===== src/rtl/control_register_bank.sv =====
// CSR bank: per-channel pipe-enable fields, sticky W1C status with irq, write lock and ID register.
// All bus responses (read data/valid, access error) are registered one cycle after the request.
module control_register_bank #(
    parameter int                    ADDR_WIDTH = 8,
    parameter int                    DATA_WIDTH = 32,
    parameter int                    NUM_CH     = 4,
    parameter int                    CH_WIDTH   = 2,
    parameter logic [DATA_WIDTH-1:0] VERSION    = 32'h0001_0002
) (
    input  logic                         clock,
    input  logic                         reset,
    input  logic [ADDR_WIDTH-1:0]        address,
    input  logic                         write_enable,
    input  logic [DATA_WIDTH-1:0]        write_data,
    input  logic                         read_enable,
    output logic [DATA_WIDTH-1:0]        read_data,
    output logic                         read_valid,
    output logic                         access_error,
    input  logic [NUM_CH-1:0]            event_in,
    output logic [NUM_CH*CH_WIDTH-1:0]   pipe_enable,
    output logic                         irq
);

    localparam logic [ADDR_WIDTH-1:0] STATUS_ADDR = ADDR_WIDTH'(NUM_CH);
    localparam logic [ADDR_WIDTH-1:0] LOCK_ADDR   = ADDR_WIDTH'(NUM_CH + 1);
    localparam logic [ADDR_WIDTH-1:0] ID_ADDR     = ADDR_WIDTH'(NUM_CH + 2);

    logic [CH_WIDTH-1:0]   ch_q [NUM_CH];
    logic [NUM_CH-1:0]     status_q;
    logic                  lock_q;

    logic                  is_ch, is_status, is_lock, is_id, is_mapped;
    logic                  ch_write, wr_error, rd_error;
    logic [NUM_CH-1:0]     status_clr, status_next;
    logic [DATA_WIDTH-1:0] read_mux;

    assign is_ch     = (address < STATUS_ADDR);
    assign is_status = (address == STATUS_ADDR);
    assign is_lock   = (address == LOCK_ADDR);
    assign is_id     = (address == ID_ADDR);
    assign is_mapped = is_ch | is_status | is_lock | is_id;

    // Locked channel writes are dropped; STATUS/LOCK/ID stay writable under lock.
    assign ch_write = write_enable && is_ch && !lock_q;
    assign wr_error = write_enable && (!is_mapped || (is_ch && lock_q));
    assign rd_error = read_enable && !is_mapped;

    // W1C clear; a same-cycle event on the same bit wins over the clear.
    assign status_clr  = (write_enable && is_status) ? write_data[NUM_CH-1:0] : '0;
    assign status_next = (status_q & ~status_clr) | event_in;

    // NOTE: every always_comb output gets a default first so no latch is inferred.
    always_comb begin
        read_mux = '0;
        if (is_status) read_mux[NUM_CH-1:0] = status_q;
        if (is_lock)   read_mux[0] = lock_q;
        if (is_id)     read_mux = VERSION;
        for (int k = 0; k < NUM_CH; k++) begin
            if (address == ADDR_WIDTH'(k)) read_mux[CH_WIDTH-1:0] = ch_q[k];
        end
    end

    // NOTE: sequential state uses non-blocking assignment so every register samples pre-edge values;
    // this is what makes a same-cycle read return the pre-write contents.
    always_ff @(posedge clock or negedge reset) begin
        if (!reset) begin
            // NOTE: the channel array is a handful of flops driving live enables, so it is reset
            // explicitly rather than left as uninitialised storage.
            for (int k = 0; k < NUM_CH; k++) ch_q[k] <= '0;
            status_q     <= '0;
            lock_q       <= 1'b0;
            irq          <= 1'b0;
            read_data    <= '0;
            read_valid   <= 1'b0;
            access_error <= 1'b0;
        end else begin
            for (int k = 0; k < NUM_CH; k++) begin
                if (ch_write && address == ADDR_WIDTH'(k)) ch_q[k] <= write_data[CH_WIDTH-1:0];
            end
            if (write_enable && is_lock && write_data[0]) lock_q <= 1'b1;
            status_q     <= status_next;
            irq          <= |status_q;
            read_valid   <= read_enable;
            access_error <= wr_error | rd_error;
            if (read_enable) read_data <= read_mux;
        end
    end

    for (genvar k = 0; k < NUM_CH; k++) begin : g_pipe
        assign pipe_enable[k*CH_WIDTH +: CH_WIDTH] = ch_q[k];
    end

endmodule


===== config.mk =====
export PLATFORM = sky130hd
export DESIGN_NAME = control_register_bank
export DESIGN_NICKNAME = d
export VERILOG_FILES = /design/src/rtl/control_register_bank.sv
export SDC_FILE = /design/constraint.sdc
export NUM_CORES = 1
export LEC_CHECK = 0
export ABC_CLOCK_PERIOD_IN_PS = 1100
export CAP_MARGIN = 40
export CELL_PAD_IN_SITES_DETAIL_PLACEMENT = 1
export CELL_PAD_IN_SITES_GLOBAL_PLACEMENT = 1
export CORE_MARGIN = 8
export CORE_UTILIZATION = 21
export DETAILED_ROUTE_END_ITERATION = 8
export PLACE_DENSITY = 0.8
export RECOVER_POWER = 100
export SLEW_MARGIN = 10
export SYNTH_ARGS = -nofsm -noshare
export SYNTH_HDL_FRONTEND = slang
export SYNTH_SLANG_ARGS = --single-unit

===== constraint.sdc =====
create_clock -name clock -period 1.1 [get_ports clock]
set_input_delay 0.22 -clock clock [delete_from_list [all_inputs] [get_ports clock]]
set_output_delay 0.22 -clock clock [all_outputs]
set_load 0.01 [all_outputs]

==> After elaboration in Yosys (flattened, before gate mapping) <==
Cells that the tools add are included.
{ "op_classes": {"n_addsub": 0, "mul": 0, "div_mod_pow": 0, "order_cmp": 1, "n_eq_ne": 6, "n_shift": 0, "muxes": 8, "bitwise_logic": 7, "n_reduce_logical": 17} }
{ "op_table": {"columns": ["op", "count"], "rows": [
  ["$eq 8x3->1 const B", 3],
  ["$mux 17", 1],
  ["$eq 8x2->1 const B", 2],
  ["$logic_and 1x1->1", 12],
  ["$eq 8x1->1 const B", 1],
  ["$logic_not 8->1", 1],
  ["$lt 8x3->1 const B", 1],
  ["$mux 2", 4],
  ["$mux 4", 2],
  ["$and 4x4->4", 1],
  ["$not 4->4", 1],
  ["$or 1x1->1", 4],
  ["$or 4x4->4", 1],
  ["$reduce_or 4->1", 1],
  ["$logic_not 1->1", 2],
  ["$logic_or 1x1->1", 1],
  ["$mux 1", 1]
]} }
{ "totals": {"ff_bits": 48, "latchBits": 0, "ramBits": 0, "mem_bits_ro": 0, "wordCells": 49, "mem_count": 0} }

==> Logic depth before layout (Yosys ltp) <==
{ "depth": {"depth_word": 8, "mapped_depth": 4, "mapped_depth_nobuf": 3} }

==> Least setup slack after synthesis <==
No wires, ideal clock.
{ "synth_timing": {"kind": "reg2reg", "startpoint": "register lock_q", "endpoint": "register ch_q (netlist bit pipe_enable[0])", "arrival_ns": 1.120, "setup_slack_ns": -0.144, "stages_incl_launch_ff": 4, "path_buffers": 0, "synth_period_minus_slack_ns": 1.244, "cell_sequence": "dfrtp_1 > nor4b_1 > nand3_1 > mux2_2"} }
{ "synth_between": {"elab_chain_len": 3} }
{ "synth_rtl": {"columns": ["element", "line_no", "source"], "rows": [
  ["start, declared", "30", "logic lock_q;"],
  ["start signal, assigned", "71", "lock_q <= 1'b0;"],
  ["start signal, assigned", "80", "if (write_enable && is_lock && write_data[0]) lock_q <= 1'b1;"],
  ["$logic_not 1->1", "44", "assign ch_write = write_enable && is_ch && !lock_q;"],
  ["$logic_and 1x1->1", "44", null],
  ["$logic_and 1x1->1", "78", "if (ch_write && address == ADDR_WIDTH'(k)) ch_q[k] <= write_data[CH_WIDTH-1:0];"],
  ["end signal, assigned by index", "78", null],
  ["end, declared", "28", "logic [CH_WIDTH-1:0] ch_q [NUM_CH];"]
]} }
Every way passes these cells.
A chain may end at the register's enable or synchronous reset.

==> Worst setup path in the final report <==
{ "layout_timing": {"startpoint": "register lock_q", "endpoint": "register read_data[0]"} }
{ "layout_between": {"elab_chain_len": 6} }
{ "layout_rtl": {"columns": ["element", "line_no", "source"], "rows": [
  ["$mux 1", "56", "if (is_lock) read_mux[0] = lock_q;"],
  ["$mux 17", "57", "if (is_id) read_mux = VERSION;"],
  ["$mux 2 (4 in series)", "59", "if (address == ADDR_WIDTH'(k)) read_mux[CH_WIDTH-1:0] = ch_q[k];"],
  ["end signal, assigned", "85", "if (read_enable) read_data <= read_mux;"],
  ["end, declared", "16", "output logic [DATA_WIDTH-1:0] read_data,"]
]} }
Every way passes these cells.

==> metrics <==
skew final 0.003368 ns; Layout fillers 643; Total Nets Final 225; Post-synth EDFFs 0; clock tree from TritonCTS done; pin count of the biggest net entering global routing 22; overall power of the completed layout 1.655 mW; fmax 758.2 MHz; maximum net fanout on the critical path 5; Total Die Area 8511 sq um; vias in the first global route 1144; transition time of the tightest slew-check pin 0.5311 ns; Required @ worst endpoint 1.23 ns; clock net sink count 21; number of antenna violations at the first check in global routing 0; global placer's final weighted congestion 0.7611; die boundary width 92.26 um; period utilization 119.9%; commonest non-fill, non-tap cell in the layout sky130_fd_sc_hd__conb_1; DR vias/cell 4.065; final HPWL from detailed placement 2.924 mm; slew margin rel. 64.60%; startpoint type of the worst setup path flip-flop; number of setup violations in the final report 11; wire length of the first global-routing pass 5.796 mm; diode insertion count for antenna repair 0; vias 1008; RSZ-0062 raised after global routing yes; setup slack after layout -0.2190 ns; largest buffer count on any clock path 2; area growth from synthesis to layout 46.00%; Worst Setup End Kind flip-flop; sequential fraction of the synthesis area 43.03%; CTS H-tree lvls 1; most frequent cells in the layout sky130_fd_sc_hd__conb_1 (27), sky130_fd_sc_hd__dfrtp_1 (20), sky130_fd_sc_hd__buf_4 (18); worst min-delay path class in2reg; count of different cell masters after synthesis 30; GRT Residual Overflow 0; sum of routed wire length over all layers 3.703 mm; number of pins with negative max-slew slack in the final report 0; Arr. time, crit path 1.45 ns; commonest register cell after synthesis sky130_fd_sc_hd__dfrtp_1; count of pins on the block boundary 91; root buffer cell sky130_fd_sc_hd__clkbuf_8; worst skew pair latency 0.26 ns; final core utilization 31.99%; placeable core region 5574 sq um; number of buffer cells added on primary ports 35; FFs w/ async S/R, synth 100.0%; number of hold violations in the final report 0; static leakage power 0.8415 nW; run status finished, violations left; Post-Syn Area per Cell 10.53 sq um; number of maximum-capacitance violations 0; count of routing violations after the opening detailed-route iteration 23; FF+latch count, synth 21; Pwr per Cell Area 928.5 nW/um^2; count of warnings emitted by yosys 0; worst hold margin 0.3751 ns; DRC violations left 0; synthesized instance count 116; starting utilization of the core area 21.91%; Crit Path Class reg2reg; antenna-violating nets left 0; number of buffers created by CTS 3; time the worst path needs with I/O delays and setup 1.319 ns; die boundary height 92.26 um; violations in the final reports setup timing; placement row count 27; clock-pin slew of the registers on the worst-case setup and hold paths 0.08 ns; layout cells sized above 1 36.93%; detail-routed net length per standard cell 14.93 um; TritonRoute pass-1 iters 4; setup TNS after final layout -1.542 ns; global-route usage over all layers 8.487%; Mapped Area 1221 sq um; maximum ir drop on the vdd rail 381.8 uV
==> worst max-delay path: stages, from the launching register on <==
cell                       delay, ns
sky130_fd_sc_hd__dfrtp_2        0.45
sky130_fd_sc_hd__mux2_4         0.27
sky130_fd_sc_hd__a222oi_1       0.36
sky130_fd_sc_hd__o22ai_1        0.11
==> final timing paths <==
kind / slack, ns / cells past startpoint / from / end
worst max-delay path: -0.22 / 3 / lock_q$_DFFE_PN0P_ / read_data[0]$_DFFE_PN0P_
worst min-delay path: 0.38 / 4 / address[0] / read_data[1]$_DFFE_PN0P_
worst max register to register: -0.22 / 3 / lock_q$_DFFE_PN0P_ / read_data[0]$_DFFE_PN0P_
worst min register to register: 0.52 / 1 / status_q[2]$_DFF_PN0_ / status_q[2]$_DFF_PN0_
max in group asynchronous: 0.25 / 2 / reset / lock_q$_DFFE_PN0P_
min in group asynchronous: 0.47 / 2 / reset / read_data[0]$_DFFE_PN0P_
==> power by group <==
group          leakage [nW]  switching [mW]  internal (mW)  total, mW
logic                 0.558           0.182          0.164      0.346
clock network        0.0255           0.248          0.252      0.500
registers             0.258          0.0165          0.793      0.809
==> routing by layer <==
layer / wire length [um] / vias up / global-route usage, %
met1: 1438 / 486 / 8.777
met3: 310 / 4 / 3.749
met4: 26 / 0 / 1.611
met5: 0 / - / 0
li1: - / 482 / -
met2: 1928 / 36 / 15.49
==> stage by stage <==
stage / setup WS (ns) / cell area (sq um) / cells
2_1_floorplan: -0.09474 / 1348 / 142
3_3_place_gp: -0.6725 / 1697 / 234
3_5_place_dp: -0.6919 / 1697 / 234
4_1_cts: -0.2509 / 1817 / 245
5_1_grt: -0.2605 / 1783 / 248
6_report: -0.2190 / 1783 / 248
==> cell usage after synthesis, types with 2 or more instances <==
cell                       instances  area [sq um]
sky130_fd_sc_hd__a21o_1            5         37.54
sky130_fd_sc_hd__a31oi_1           2         12.51
sky130_fd_sc_hd__and3b_1           2         17.52
sky130_fd_sc_hd__buf_4            28         210.2
sky130_fd_sc_hd__clkbuf_1          4         15.01
sky130_fd_sc_hd__dfrtp_1          21         525.5
sky130_fd_sc_hd__inv_1             4         15.01
sky130_fd_sc_hd__mux2_2           11         123.9
sky130_fd_sc_hd__nand2_1           3         11.26
sky130_fd_sc_hd__nand3_1           5         25.02
sky130_fd_sc_hd__nand4_1           6         37.54
sky130_fd_sc_hd__nor2_1            3         11.26
sky130_fd_sc_hd__nor2b_1           2         12.51
sky130_fd_sc_hd__o22ai_1           4         25.02
==> area by class of cell <==
class | instances | area, sq um | share of cell area [%]
clock buffers | 3 | 41.29 | 2.316
clock inverters | 1 | 5.005 | 0.2807
inverters | 4 | 15.01 | 0.8421
multi-input cells | 85 | 613.1 | 34.39
flip-flops and latches | 21 | 526.8 | 29.54
well taps | 72 | 90.09 | 5.053
repair buffers | 62 | 491.7 | 27.58
==> kinds of logic after synthesis <==
kind of cell           after synthesis  share of synthesized area [%]
and+or+nand+nor                     29                          15.98
buffers and inverters               36                          19.67
other                                1                         0.3071
AOI/OAI and AO/OA                   17                          10.04
DFF                                 21                          43.03
muxes                               12                          10.96
==> timing repair <==
item	in CTS	in global routing
buffers inserted	7	4
setup endpoints to repair	36	24
hold buffers	0	0
resized for setup	75	21
pin swaps	20	6
==> sequential cells by signal (all words and copies together), names as in the netlist <==
signal	count
pipe_enable	8
read_data	5
status_q	4
access_error	1
irq	1
lock_q	1
read_valid	1
No activity file was read; power rests on OpenSTA's default activity.
